**src/rtl/pir_array_monitor.sv**
```systemverilog
// Multi-channel PIR motion monitor: windowed averaging, timed alarm, retained
// trigger statistics and an event-log FIFO with first-word-fall-through reads.
module pir_array_monitor #(
    parameter int unsigned NUM_CH       = 3,
    parameter int unsigned SAMPLE_W     = 7,
    parameter int unsigned AVG_LOG2     = 2,
    parameter int unsigned SAMPLE_DIV   = 3,
    parameter int unsigned THRESHOLD    = 50,
    parameter int unsigned ALARM_CYCLES = 100,
    parameter int unsigned LOG_DEPTH    = 8
) (
    input  logic                              clk,
    input  logic                              rst_n,
    input  logic                              enable,
    input  logic                              stop_alarm,
    input  logic [NUM_CH*SAMPLE_W-1:0]        sensor_data,
    output logic [NUM_CH-1:0]                 led,
    output logic                              buzzer,
    output logic [NUM_CH*SAMPLE_W-1:0]        avg_out,
    output logic                              avg_valid,
    output logic [SAMPLE_W-1:0]               peak_value,
    output logic [2:0]                        peak_ch,
    output logic [SAMPLE_W-1:0]               last_value,
    output logic [2:0]                        last_ch,
    output logic [15:0]                       trigger_count,
    input  logic                              log_rd_en,
    output logic [NUM_CH+SAMPLE_W-1:0]        log_rd_data,
    output logic                              log_empty,
    output logic [$clog2(LOG_DEPTH+1)-1:0]    log_level,
    output logic                              log_overflow
);

    localparam int unsigned ACC_W  = SAMPLE_W + AVG_LOG2;
    localparam int unsigned WIN    = 1 << AVG_LOG2;
    localparam int unsigned SDIV_W = (SAMPLE_DIV > 1) ? $clog2(SAMPLE_DIV) : 1;
    localparam int unsigned WCNT_W = (AVG_LOG2 > 0) ? AVG_LOG2 : 1;
    localparam int unsigned ACNT_W = $clog2(ALARM_CYCLES + 1);
    localparam int unsigned PTR_W  = $clog2(LOG_DEPTH);
    localparam int unsigned LVL_W  = $clog2(LOG_DEPTH + 1);
    localparam int unsigned POP_W  = $clog2(NUM_CH + 1);
    localparam int unsigned ENT_W  = NUM_CH + SAMPLE_W;

    localparam logic [1:0] S_OFF     = 2'd0;
    localparam logic [1:0] S_MONITOR = 2'd1;
    localparam logic [1:0] S_ALARM   = 2'd2;
    localparam logic [1:0] S_CLEAR   = 2'd3;

    logic [1:0]                 state_q, state_d;
    logic [SDIV_W-1:0]          samp_cnt_q, samp_cnt_d;
    logic [WCNT_W-1:0]          win_cnt_q, win_cnt_d;
    logic [ACC_W-1:0]           acc_q [NUM_CH];
    logic [ACC_W-1:0]           acc_d [NUM_CH];
    logic [NUM_CH*SAMPLE_W-1:0] avg_q, avg_d;
    logic                       avg_valid_q, avg_valid_d;
    logic [ACNT_W-1:0]          alarm_cnt_q, alarm_cnt_d;
    logic [NUM_CH-1:0]          led_q, led_d;
    logic                       buzzer_q, buzzer_d;
    logic [SAMPLE_W-1:0]        peak_val_q, peak_val_d, last_val_q, last_val_d;
    logic [2:0]                 peak_ch_q, peak_ch_d, last_ch_q, last_ch_d;
    logic [15:0]                trig_cnt_q, trig_cnt_d;
    logic [PTR_W-1:0]           wr_ptr_q, wr_ptr_d, rd_ptr_q, rd_ptr_d;
    logic [LVL_W-1:0]           level_q, level_d;
    logic                       ovf_q, ovf_d;
    logic [ENT_W-1:0]           log_mem [LOG_DEPTH];

    logic                       strobe_c, log_push_c, log_pop_c, log_we_c, log_full_c;
    logic [NUM_CH-1:0]          mask_c;
    logic [SAMPLE_W-1:0]        ev_max_c, last_val_c;
    logic [2:0]                 ev_ch_c, last_ch_c;
    logic [POP_W-1:0]           pop_c;
    logic [16:0]                trig_sum_c;

    // Trigger mask and event summary derived from the registered averages.
    always_comb begin : event_comb
        logic found;
        logic [SAMPLE_W-1:0] v;
        found      = 1'b0;
        mask_c     = '0;
        ev_max_c   = '0;
        ev_ch_c    = '0;
        last_val_c = '0;
        last_ch_c  = '0;
        pop_c      = '0;
        for (int c = 0; c < NUM_CH; c++) begin
            v = avg_q[c*SAMPLE_W +: SAMPLE_W];
            if (v >= SAMPLE_W'(THRESHOLD)) begin
                mask_c[c]  = 1'b1;
                pop_c      = pop_c + POP_W'(1);
                last_val_c = v;
                last_ch_c  = 3'(c);
                if (!found || v > ev_max_c) begin
                    ev_max_c = v;
                    ev_ch_c  = 3'(c);
                end
                found = 1'b1;
            end
        end
    end

    assign strobe_c   = (state_q == S_MONITOR) && (samp_cnt_q == SDIV_W'(SAMPLE_DIV - 1));
    assign trig_sum_c = {1'b0, trig_cnt_q} + 17'(pop_c);

    always_comb begin : fsm_comb
        state_d     = state_q;
        samp_cnt_d  = samp_cnt_q;
        win_cnt_d   = win_cnt_q;
        acc_d       = acc_q;
        avg_d       = avg_q;
        avg_valid_d = 1'b0;
        alarm_cnt_d = alarm_cnt_q;
        led_d       = led_q;
        buzzer_d    = buzzer_q;
        peak_val_d  = peak_val_q;
        peak_ch_d   = peak_ch_q;
        last_val_d  = last_val_q;
        last_ch_d   = last_ch_q;
        trig_cnt_d  = trig_cnt_q;
        log_push_c  = 1'b0;
        case (state_q)
            S_OFF: begin
                if (enable) state_d = S_MONITOR;
            end
            S_MONITOR: begin
                samp_cnt_d = strobe_c ? '0 : samp_cnt_q + SDIV_W'(1);
                if (strobe_c) begin
                    if (win_cnt_q == WCNT_W'(WIN - 1)) begin
                        for (int c = 0; c < NUM_CH; c++) begin
                            avg_d[c*SAMPLE_W +: SAMPLE_W] = SAMPLE_W'(
                                (acc_q[c] + ACC_W'(sensor_data[c*SAMPLE_W +: SAMPLE_W])) >> AVG_LOG2);
                            acc_d[c] = '0;
                        end
                        win_cnt_d   = '0;
                        avg_valid_d = 1'b1;
                    end else begin
                        for (int c = 0; c < NUM_CH; c++)
                            acc_d[c] = acc_q[c] + ACC_W'(sensor_data[c*SAMPLE_W +: SAMPLE_W]);
                        win_cnt_d = win_cnt_q + WCNT_W'(1);
                    end
                end
                if (!enable) begin
                    state_d = S_CLEAR;
                end else if (avg_valid_q && (mask_c != '0)) begin
                    state_d     = S_ALARM;
                    led_d       = mask_c;
                    buzzer_d    = 1'b1;
                    alarm_cnt_d = '0;
                    trig_cnt_d  = trig_sum_c[16] ? 16'hFFFF : trig_sum_c[15:0];
                    last_val_d  = last_val_c;
                    last_ch_d   = last_ch_c;
                    log_push_c  = 1'b1;
                    if (ev_max_c > peak_val_q) begin
                        peak_val_d = ev_max_c;
                        peak_ch_d  = ev_ch_c;
                    end
                end
            end
            S_ALARM: begin
                // Operator stop and disable take priority over the duration timer.
                if (stop_alarm || !enable || (alarm_cnt_q == ACNT_W'(ALARM_CYCLES - 1))) begin
                    state_d  = S_CLEAR;
                    led_d    = '0;
                    buzzer_d = 1'b0;
                end else begin
                    alarm_cnt_d = alarm_cnt_q + ACNT_W'(1);
                end
            end
            S_CLEAR: begin
                led_d       = '0;
                buzzer_d    = 1'b0;
                samp_cnt_d  = '0;
                win_cnt_d   = '0;
                alarm_cnt_d = '0;
                for (int c = 0; c < NUM_CH; c++) acc_d[c] = '0;
                state_d = enable ? S_MONITOR : S_OFF;
            end
            default: state_d = S_OFF;
        endcase
    end

    // A full log still accepts a push when the head is popped in the same cycle.
    always_comb begin : log_comb
        log_full_c = (level_q == LVL_W'(LOG_DEPTH));
        log_pop_c  = log_rd_en && (level_q != '0);
        log_we_c   = log_push_c && (!log_full_c || log_pop_c);
        wr_ptr_d   = log_we_c  ? wr_ptr_q + PTR_W'(1) : wr_ptr_q;
        rd_ptr_d   = log_pop_c ? rd_ptr_q + PTR_W'(1) : rd_ptr_q;
        level_d    = level_q + LVL_W'(log_we_c) - LVL_W'(log_pop_c);
        ovf_d      = ovf_q | (log_push_c && !log_we_c);
    end

    always_ff @(posedge clk or negedge rst_n) begin
        if (!rst_n) begin
            state_q     <= S_OFF;
            samp_cnt_q  <= '0;
            win_cnt_q   <= '0;
            for (int c = 0; c < NUM_CH; c++) acc_q[c] <= '0;
            avg_q       <= '0;
            avg_valid_q <= 1'b0;
            alarm_cnt_q <= '0;
            led_q       <= '0;
            buzzer_q    <= 1'b0;
            peak_val_q  <= '0;
            peak_ch_q   <= '0;
            last_val_q  <= '0;
            last_ch_q   <= '0;
            trig_cnt_q  <= '0;
            wr_ptr_q    <= '0;
            rd_ptr_q    <= '0;
            level_q     <= '0;
            ovf_q       <= 1'b0;
        end else begin
            state_q     <= state_d;
            samp_cnt_q  <= samp_cnt_d;
            win_cnt_q   <= win_cnt_d;
            acc_q       <= acc_d;
            avg_q       <= avg_d;
            avg_valid_q <= avg_valid_d;
            alarm_cnt_q <= alarm_cnt_d;
            led_q       <= led_d;
            buzzer_q    <= buzzer_d;
            peak_val_q  <= peak_val_d;
            peak_ch_q   <= peak_ch_d;
            last_val_q  <= last_val_d;
            last_ch_q   <= last_ch_d;
            trig_cnt_q  <= trig_cnt_d;
            wr_ptr_q    <= wr_ptr_d;
            rd_ptr_q    <= rd_ptr_d;
            level_q     <= level_d;
            ovf_q       <= ovf_d;
        end
    end

    always_ff @(posedge clk) begin
        if (log_we_c) log_mem[wr_ptr_q] <= {mask_c, ev_max_c};
    end

    assign led           = led_q;
    assign buzzer        = buzzer_q;
    assign avg_out       = avg_q;
    assign avg_valid     = avg_valid_q;
    assign peak_value    = peak_val_q;
    assign peak_ch       = peak_ch_q;
    assign last_value    = last_val_q;
    assign last_ch       = last_ch_q;
    assign trigger_count = trig_cnt_q;
    assign log_empty     = (level_q == '0);
    assign log_rd_data   = log_empty ? '0 : log_mem[rd_ptr_q];
    assign log_level     = level_q;
    assign log_overflow  = ovf_q;

endmodule

```
**config.mk**
```make
export PLATFORM = sky130hd
export DESIGN_NAME = pir_array_monitor
export DESIGN_NICKNAME = d
export VERILOG_FILES = /design/src/rtl/pir_array_monitor.sv
export SDC_FILE = /design/constraint.sdc
export NUM_CORES = 1
export LEC_CHECK = 0
export BUFFER_PORTS_ARGS = -buffer_cell sky130_fd_sc_hd__buf_4
export CORE_MARGIN = 1.5
export CORE_UTILIZATION = 40
export DETAILED_ROUTE_END_ITERATION = 16
export PLACE_DENSITY = 0.59
export SETUP_SLACK_MARGIN = 0.1
export SLEW_MARGIN = 20
export SYNTH_ARGS = -nofsm -noshare
export SYNTH_HDL_FRONTEND = slang
export SYNTH_SLANG_ARGS = --single-unit
```
**constraint.sdc**
```tcl
create_clock -name clk -period 13.8 [get_ports clk]
set_input_delay 2.76 -clock clk [delete_from_list [all_inputs] [get_ports clk]]
set_output_delay 2.76 -clock clk [all_outputs]
set_load 0.05 [all_outputs]
```
Word level (Yosys, flattened, before mapping)
Memories as Yosys holds them, arrays and structs flattened.
Cells that the tools add are included.
{"block": "word_totals", "n_memories": 1, "output_inout_bits": 78, "mem_bits_rw": 80, "reg_bits": 113, "wordCells": 139, "input_bits": 26}
{"block": "op_classes", "n_reduce_logical": 28, "n_bitwise": 1, "mux": 56, "n_eq_ne": 14, "n_lt_le_gt_ge": 6, "add_sub_neg": 13}
{"memory": "log_mem", "words": 8, "width": 10, "read_ports": 1, "rd_ports_with_merged_regs": 0, "wr": 1, "line_no": "64", "source": "logic [ENT_W-1:0] log_mem [LOG_DEPTH];"}
{"cell": "$mux W7", "count": 10}
{"cell": "$mux W27", "count": 2}
{"cell": "$pmux W27 S2", "count": 1}
{"cell": "$add A9 B7 Y9", "count": 3}
{"cell": "$ge A7 B6 Y1 const B", "count": 3}
{"cell": "$gt A7 B7 Y1", "count": 3}
{"cell": "$pmux W7 S3", "count": 1}
{"cell": "$mux W1", "count": 20}
{"cell": "$mux W2", "count": 9}
{"cell": "$mux W3", "count": 6}
{"cell": "$add A16 B2 Y17", "count": 1}
{"cell": "$mux W16", "count": 1}
{"cell": "$reduce_and A4 Y1", "count": 3}
{"cell": "$mux W10", "count": 1}
{"cell": "$ne A2 B2 Y1 const B", "count": 5}
{"cell": "$pmux W3 S3", "count": 1}
{"cell": "$reduce_and A3 Y1", "count": 3}
{"cell": "$add A2 B1 Y2 const B", "count": 4}
{"cell": "$eq A2 B2 Y1 const B", "count": 4}
{"cell": "$pmux W2 S2", "count": 2}
{"cell": "$pmux W2 S4", "count": 1}
{"cell": "$add A7 B1 Y7 const B", "count": 1}
{"cell": "$eq A7 B7 Y1 const B", "count": 1}
{"cell": "$add A3 B1 Y3 const B", "count": 2}
{"cell": "17 further kinds", "count": 30}

Longest topological paths before layout
Gate-level depths: netlist of run 1.
{"block": "depth", "ltp_word": 12, "ltp_mapped": 25, "depth_no_buf": 23}

Worst setup path before layout of run 1
Ideal clock, no wire load.
{"block": "synth_path", "path_type": "flip-flop to flip-flop", "from": "register avg_q[5] (netlist: avg_out[5])", "to": "register peak_val_q[4] (netlist: peak_value[4])", "path_stages_with_launch": 23, "slack_ns": 7.830, "t_arrival_ns": 5.844, "synth_period_minus_slack_ns": 5.970, "cell_sequence": "dfrtp_1 o311a_1 or2_1 buf_2 clkinv_2 nor2_1 inv_1 ha_1 nand4_1 a21o_1 buf_2 a21o_2 a221oi_2 ha_1 and4_1 a21boi_0 o21ai_1 mux2_2 ha_1 a2111oi_0 a21o_1 nor3_1 a221o_1"}
{"block": "synth_via", "elab_chain_cells": 12, "elab_cells_between_ends": 18, "cone_classes": "order compare: 4; mux: 7; reduce/logical: 7"}
{"item": "start: declaration", "line_no": "53", "source": "logic [NUM_CH*SAMPLE_W-1:0] avg_q, avg_d;"}
{"item": "start signal: assignment", "line_no": "216", "source": "avg_q <= avg_d;"}
{"item": "$ge A7 B6 Y1 (*)", "line_no": "86", "source": "if (v >= SAMPLE_W'(THRESHOLD)) begin"}
{"item": "$mux W1 (*)", "line_no": "86"}
{"item": "net mask_c[0]", "line_no": "67", "source": "logic [NUM_CH-1:0] mask_c;"}
{"item": "$logic_not A1 Y1", "line_no": "91", "source": "if (!found || v > ev_max_c) begin"}
{"item": "$logic_or A1 B1 Y1", "line_no": "91"}
{"item": "$mux W7", "line_no": "91"}
{"item": "$mux W7", "line_no": "86"}
{"item": "$gt A7 B7 Y1", "line_no": "91"}
{"item": "$logic_or A1 B1 Y1", "line_no": "91"}
{"item": "$mux W7", "line_no": "91"}
{"item": "$mux W7 (*)", "line_no": "86"}
{"item": "net ev_max_c[4]", "line_no": "68", "source": "logic [SAMPLE_W-1:0] ev_max_c, last_val_c;"}
{"item": "$gt A7 B7 Y1", "line_no": "151", "source": "if (ev_max_c > peak_val_q) begin"}
{"item": "$reduce_and A4 Y1 (no source line)"}
{"item": "end signal: assignment", "line_no": "221", "source": "peak_val_q <= peak_val_d;"}
{"item": "end: declaration", "line_no": "58", "source": "logic [SAMPLE_W-1:0] peak_val_q, peak_val_d, last_val_q, last_val_d;"}
Mark *: on every way through the listed nets, which the timed path passes. The rest lies on a longest branch.
A chain may end at the register's enable or synchronous reset.

Worst setup path after layout of run 1
{"block": "layout_path", "from": "register avg_q[5] (netlist: avg_out[5])", "to": "register peak_val_q[0] (netlist: peak_value[0])"}
{"block": "layout_via", "elab_chain_cells": 12, "elab_cells_between_ends": 18, "cone_classes": "order compare: 4; mux: 7; reduce/logical: 7"}
{"item": "$ge A7 B6 Y1", "line_no": "86"}
{"item": "$mux W7 or $mux W1 (tied branches)", "line_no": "86"}
{"item": "$gt A7 B7 Y1 or $logic_not A1 Y1 (tied branches)", "line_no": "91"}
{"item": "$logic_or A1 B1 Y1", "line_no": "91"}
{"item": "$mux W7", "line_no": "91"}
{"item": "$mux W7", "line_no": "86"}
{"item": "$gt A7 B7 Y1", "line_no": "91"}
{"item": "$logic_or A1 B1 Y1", "line_no": "91"}
{"item": "$mux W7", "line_no": "91"}
{"item": "$mux W7 (*)", "line_no": "86"}
{"item": "net ev_max_c[4]", "line_no": "68"}
{"item": "$gt A7 B7 Y1 (*)", "line_no": "151"}
{"item": "$reduce_and A4 Y1 (no source line) (*)"}
Marks and branches as above.

==> impl_results.md, run 1 <==
* Critical hold path startpoint: last_value[2]
* DR WL/cell at 18.48 um
* Ant. Diodes at 0
* F_max at 148.0 MHz
* Lkg Pwr at 4.936 nW
* Routed wire length at 24.62 mm
* Net count reported at finish at 1081
* # IOs at 104
* Worst EP required at 14.13 ns
* Max Slew Vio Count at 0
* Synthesized instance count at 888
* Clock buffer depth at 2
* Worst reg2reg setup slack at 7.05 ns
* Dpl hpwl at 17.31 mm
* CP startpoint: avg_out[5]
* Worst setup margin at 7.045 ns
* Worst slack at placement at 7.109 ns
* Sequential area share after synthesis at 50.80%
* Final instance area at 11990 sq um
* Post-synth top area share at 27.24%
* Antenna-violating nets left at 0
* CP Capture Type: flop
* Cts hold-fix bufs at 0
* Fin Setup TNS at 0 ns
* Most frequent cells in the layout: dfrtp_1 (111), buf_4 (110), edfxtp_1 (80), nand2_1 (73), nor2_1 (68)
* Hold path depth at 1
* Startpoint types: flop
* CTS tree: done
* Synth unique cells at 84
* Post-Syn Area at 10200 sq um
* Worst r2r path cells at 20
* Vias in the first global route at 7229
* Worst-margin pin slew at 1.038 ns
* PostCTS Resize Cnt at 0
* P&R area growth vs syn at 17.56%
* DIE AREA at 26460 sq um
* Syn avg cell area at 11.48 sq um
* Final Setup Violations at 0
* Overall Global Routing Usage at 19.76%
* Die height at 162.7 um
* Die width at 162.7 um
* Ranking of synthesized cells by area: dfrtp_1 (27%), edfxtp_1 (24%), ha_1 (7.5%), mux4_2 (4.4%), nand2_1 (2.7%)
* First-pass GRT wire length at 39.94 mm
* Max-cap viol count at 0
* Synth Flop Type: dfrtp_1
* Share of cells above drive strength 1 at 20.66%
* H-Tree Level Count at 4
* RSZ-0062 raised after global routing: no
* Avg Vias per Cell at 5.477
* CP Class: reg -> reg
* Worst Skew at 0.01431 ns
* RePlAce Congestion at 0.8808
* Placed cell area at 11330 sq um
* # rows at 58
* TritonCTS Buffers at 17
* Share of synthesized flip-flops with an asynchronous set or reset at 58.12%
* DR DRC count at 0
* Peak supply drop at 86.45 uV
* CP Max Fanout at 15
* Post-synth EDFFs at 80
* Routed vias at 7296
* Commonest non-fill, non-tap cell in the layout: dfrtp_1
* Pwr dens at 152.1 nW/um^2
* Worst skew pair latency at 0.45 ns
* Final Hold Fails at 0
* Worst EP arrival at 7.08 ns
* Input/output buffers at 101
* Min-Delay Path Class: reg -> reg
* Largest net degree at the start of global routing at 61
* Core area at 25110 sq um
* Status: complete, no violations
* R2R Path End: peak_value[0]
* Starting Density at 40.61%
* Hold EP: last_value[2]
* Final Cycle Share at 48.95%
* 1st-iter DRT viols at 391
* Gr ovfl total at 0
* Leading area contributor after synthesis: dfrtp_1
* Initial antenna violation count at 0
* Reg-to-Reg Start: avg_out[5]
* Post-CTS Setup Inserts at 0
* Root buf cell: clkbuf_16
* Rel. slew slack at 30.41%
* YS warnings at 0
* Worst-path clk slew at 0.08 ns
* Seq cells post-synth at 191
* 1st-pass router iterations at 5
* Clock sink count at 191
* Final Critical Period at 6.755 ns
## layer usage
layer / share of wire, % / track usage, % / vias up
met5: 0 / 0 / -
met4: 1.2 / 4.921 / 0
met3: 4.8 / 4.278 / 26
met2: 49 / 32.56 / 157
met1: 45 / 26.58 / 3594
li1: - / - / 3519
## synthesized netlist by cell type (3+ instances only)
cell type	instances
and2_1	3
nand3b_1	4
nand2b_1	12
or4_1	4
a21boi_0	3
nor2b_1	8
nor3_1	21
o211ai_1	6
nor2_1	70
nand2_1	73
xor2_1	6
a22o_1	22
mux4_2	20
nor4_1	3
a21o_1	15
a2111oi_2	4
buf_2	9
buf_4	3
a2111oi_0	4
mux2_2	14
a211o_1	3
a31oi_1	5
o311a_1	4
a21oi_1	42
or3_1	3
inv_1	46
o21a_1	6
fa_1	5
xnor2_1	22
ha_1	61
o21ai_0	49
or2_2	3
a211oi_1	22
dfrtp_1	111
mux2i_1	13
o31ai_1	8
clkbuf_1	15
nand3_1	24
edfxtp_1	80
o21bai_1	4
nand4_1	5
and3_1	5
## where the power goes
part / total (mW) / internal, mW / switching [mW]
Clock: 0.532 / 0.258 / 0.274
Sequential: 0.707 / 0.646 / 0.0606
Combinational: 0.585 / 0.231 / 0.354
Total: 1.82 / 1.14 / 0.688
## cells by family after synthesis
| family | after synthesis | synth area share, % |
|---|---|---|
| simple gates | 253 | 12.12 |
| compound gates | 224 | 15.68 |
| flops | 191 | 50.80 |
| buf+inv | 77 | 3.141 |
| fa+ha+maj | 66 | 8.466 |
| mux | 48 | 7.350 |
| xor+xnor | 28 | 2.405 |
| other cells | 1 | 0.03677 |
## worst max-delay path by stage
stage | to | slack (ns) | cells past startpoint
floorplan | peak_value[4] | 7.83 | 22
global placement | peak_value[0] | 7.28 | 20
detailed placement | peak_value[0] | 7.11 | 20
CTS | peak_value[0] | 7.06 | 20
global route | peak_value[2] | 6.35 | 23
finish | peak_value[0] | 7.05 | 20
## critical path, cell delays in order, from the launching register on
cell and delay (ns):
dfrtp_1 0.42, o311a_1 0.23, or2_1 0.49, clkinv_2 0.26, nor2_1 0.30, inv_1 0.09
ha_1 0.30, nand4_1 0.17, a21o_1 0.30, a21o_2 0.31, a221oi_2 0.42, ha_1 0.31
and4_1 0.17, a21boi_0 0.14, o21ai_1 0.59, mux2_2 0.49, ha_1 0.33, a2111oi_0 0.52
a21o_1 0.32, nor3_1 0.09, a221o_1 0.38
## layout make-up
cell class                      instances  area (sq um)
Clock buffer                           17         425.4
Clock inverter                         15         224.0
Fill cell                            2388         13120
Inverter                               48         181.4
Multi-Input combinational cell        621          4738
Sequential cell                       191          5180
Tap cell                              330         412.9
Timing Repair Buffer                  110         825.8
## sequential cells by signal, indices dropped and copies added, names as in the netlist, 3 cells and up
register,flops
trigger_count,16
log_level,4
avg_out,21
wr_ptr_q,3
rd_ptr_q,3
led,3
peak_value,7
alarm_cnt_q,7
log_mem,80
last_value,7
acc_q,27
## metrics by stage
| stage | total power, mW | utilization, % | cells | hold slack (ns) |
|---|---|---|---|---|
| after floorplan | 1.153 | - | 889 | 0.4538 |
| after global placement | 1.303 | 45.11 | 1300 | 0.4656 |
| after detailed placement | 1.310 | 45.12 | 1300 | 0.4687 |
| after CTS | 1.845 | 47.71 | 1332 | 0.4867 |
| after global routing | 1.938 | 47.74 | 1332 | 0.5123 |
| final | 1.824 | 47.74 | 1332 | 0.4841 |
Power figures use the tool's default switching activity.
==> inputs of run 2 (changes only) <==
--- a/config.mk
+++ b/config.mk
@@ -9,7 +9,7 @@
 export CORE_MARGIN = 1.5
 export CORE_UTILIZATION = 40
 export DETAILED_ROUTE_END_ITERATION = 16
-export PLACE_DENSITY = 0.59
+export PLACE_DENSITY = 0.61
 export SETUP_SLACK_MARGIN = 0.1
 export SLEW_MARGIN = 20
 export SYNTH_ARGS = -nofsm -noshare
==> constraint.sdc (replaced) <==
create_clock -name clk -period 5.86 [get_ports clk]
set_input_delay 1.172 -clock clk [delete_from_list [all_inputs] [get_ports clk]]
set_output_delay 1.172 -clock clk [all_outputs]
set_load 0.05 [all_outputs]
==> run 2 against run 1 <==
Effect of this change: core utilization rose by 1.3 points; hold slack improved by 0.0034 ns; global-route usage fell by 0.53 points; clock skew rose by 0.0031 ns; critical path depth rose by 4; total power rose by 130%; sequential share of layout area fell by 1.1 points; critical endpoint is now peak_value[4]; via count rose by 1.9%; critical path type unchanged.
==> impl_results.md, run 2 (same netlist as run 1, synthesis figures left out) <==
* F_max at 181.3 MHz
* Input/output buffers at 101
* CP Max Fanout at 9
* CP Class: reg -> reg
* Worst-path clk slew at 0.08 ns
* Worst r2r path cells at 24
* Final instance area at 12320 sq um
* Root buf cell: clkbuf_16
* Final Cycle Share at 94.12%
* DR DRC count at 0
* Worst EP required at 6.17 ns
* Most frequent cells in the layout: buf_4 (134), dfrtp_1 (106), edfxtp_1 (80), nand2_1 (73)
* DR WL/cell at 17.97 um
* Starting Density at 40.61%
* Core area at 25110 sq um
* P&R area growth vs syn at 20.83%
* RSZ-0062 raised after global routing: no
* Vias in the first global route at 7317
* Die height at 162.7 um
* Rel. slew slack at 27.81%
* Final Hold Fails at 0
* Pwr dens at 346.5 nW/um^2
* Clock sink count at 191
* # IOs at 104
* Ant. Diodes at 0
* Routed wire length at 24.39 mm
* Share of cells above drive strength 1 at 24.73%
* 1st-iter DRT viols at 429
* Max Slew Vio Count at 0
* Final Setup Violations at 0
* Largest Register: log_mem
* Avg Vias per Cell at 5.477
* Largest net degree at the start of global routing at 78
* CP Capture Type: flop
* Dpl hpwl at 17.25 mm
* 1st-pass router iterations at 5
* Reg-to-Reg Start: avg_out[1]
* R2R Path End: peak_value[4]
* TritonCTS Buffers at 17
* CP startpoint: avg_out[1]
* # rows at 58
* Max-cap viol count at 0
* DIE AREA at 26460 sq um
* Clock buffer depth at 2
* Worst reg2reg setup slack at 0.34 ns
* Startpoint types: flop
* Peak supply drop at 269.3 uV
* Final Critical Period at 5.515 ns
* Critical Path Sink: peak_value[4]
* Cts hold-fix bufs at 0
* Worst setup margin at 0.3446 ns
* Post-layout util at 49.07%
* First-pass GRT wire length at 39.20 mm
* Worst Skew at 0.01737 ns
* Worst-margin pin slew at 1.079 ns
* Worst skew pair latency at 0.44 ns
* Worst slack at placement at -0.08802 ns
* Lkg Pwr at 5.078 nW
* Antenna-violating nets left at 0
* Commonest non-fill, non-tap cell in the layout: buf_4
* Gr ovfl total at 0
* Status: complete, no violations
* CTS tree: done
* RePlAce Congestion at 0.9081
* Max reg flops at 80
* Fin Hold WS at 0.4875 ns
* Die width at 162.7 um
* Routed vias at 7432
* Worst EP arrival at 5.83 ns
* Min-Delay Path Class: reg -> reg
* H-Tree Level Count at 4
* Initial antenna violation count at 0
* Overall Global Routing Usage at 19.22%
* Placed cell area at 11430 sq um
* Net count reported at finish at 1106
[run 2: cell type report]
| class | count | area, sq um |
|---|---|---|
| repair buffers | 135 | 1017 |
| flip-flops and latches | 191 | 5186 |
| fillers | 2303 | 12790 |
| multi-input cells | 621 | 4905 |
| clock inverters | 15 | 193.9 |
| inverters | 48 | 181.4 |
| clock buffers | 17 | 425.4 |
| well taps | 330 | 412.9 |
[run 2: worst max-delay path, cell delays in order (launching register included)]
cell	delay, ns
dfrtp_2	0.43
o311a_1	0.38
or2_1	0.25
clkinv_2	0.08
buf_4	0.16
nor2_1	0.07
ha_1	0.27
nand3_1	0.15
o22ai_4	0.12
buf_4	0.18
a211oi_1	0.37
a211oi_1	0.10
ha_1	0.29
and4_1	0.22
a21boi_1	0.26
o21a_2	0.28
a2111oi_4	0.06
buf_4	0.18
nor2_4	0.22
ha_1	0.30
o21a_1	0.18
o22ai_2	0.15
a21o_1	0.20
nor3_1	0.09
a221o_1	0.39
[run 2: metal layers]
layer | GRT usage [%] | wire length [um] | vias up
li1 | - | - | 3577
met1 | 25.37 | 10840 | 3664
met2 | 32.25 | 12040 | 167
met3 | 4.380 | 1225 | 24
met4 | 4.379 | 285 | 0
met5 | 0 | 0 | -
[run 2: where the power goes]
part | internal [mW] | switching [mW]
Combinational | 0.576 | 0.841
Clock | 0.591 | 0.595
Sequential | 1.52 | 0.144
Total | 2.69 | 1.58
[run 2: how the worst min path moves through the flow]
stage | start | end | slack [ns] | depth (start not counted)
floorplan | acc_q[11] | acc_q[11] | 0.45 | 2
global placement | last_value[3] | last_value[3] | 0.47 | 1
detailed placement | last_value[3] | last_value[3] | 0.47 | 1
CTS | last_value[2] | last_value[2] | 0.49 | 1
global route | last_value[2] | last_value[2] | 0.50 | 1
finish | last_value[1] | last_value[1] | 0.49 | 1
[run 2: metrics by stage]
step / TNS (ns) / instances / total power [mW]
5_1_grt: 0 / 1357 / 4.536
6_report: 0 / 1357 / 4.270
2_1_floorplan: 0 / 889 / 2.716
4_1_cts: 0 / 1346 / 4.285
3_3_place_gp: 0 / 1312 / 3.061
3_5_place_dp: -0.3210 / 1312 / 3.080
[run 2: what timing repair did]
item	CTS	global route
setup buffers	2	11
resized for setup	8	27
endpoints found under the hold margin	0	0
pin swaps	1	10
setup endpoints to repair	9	9
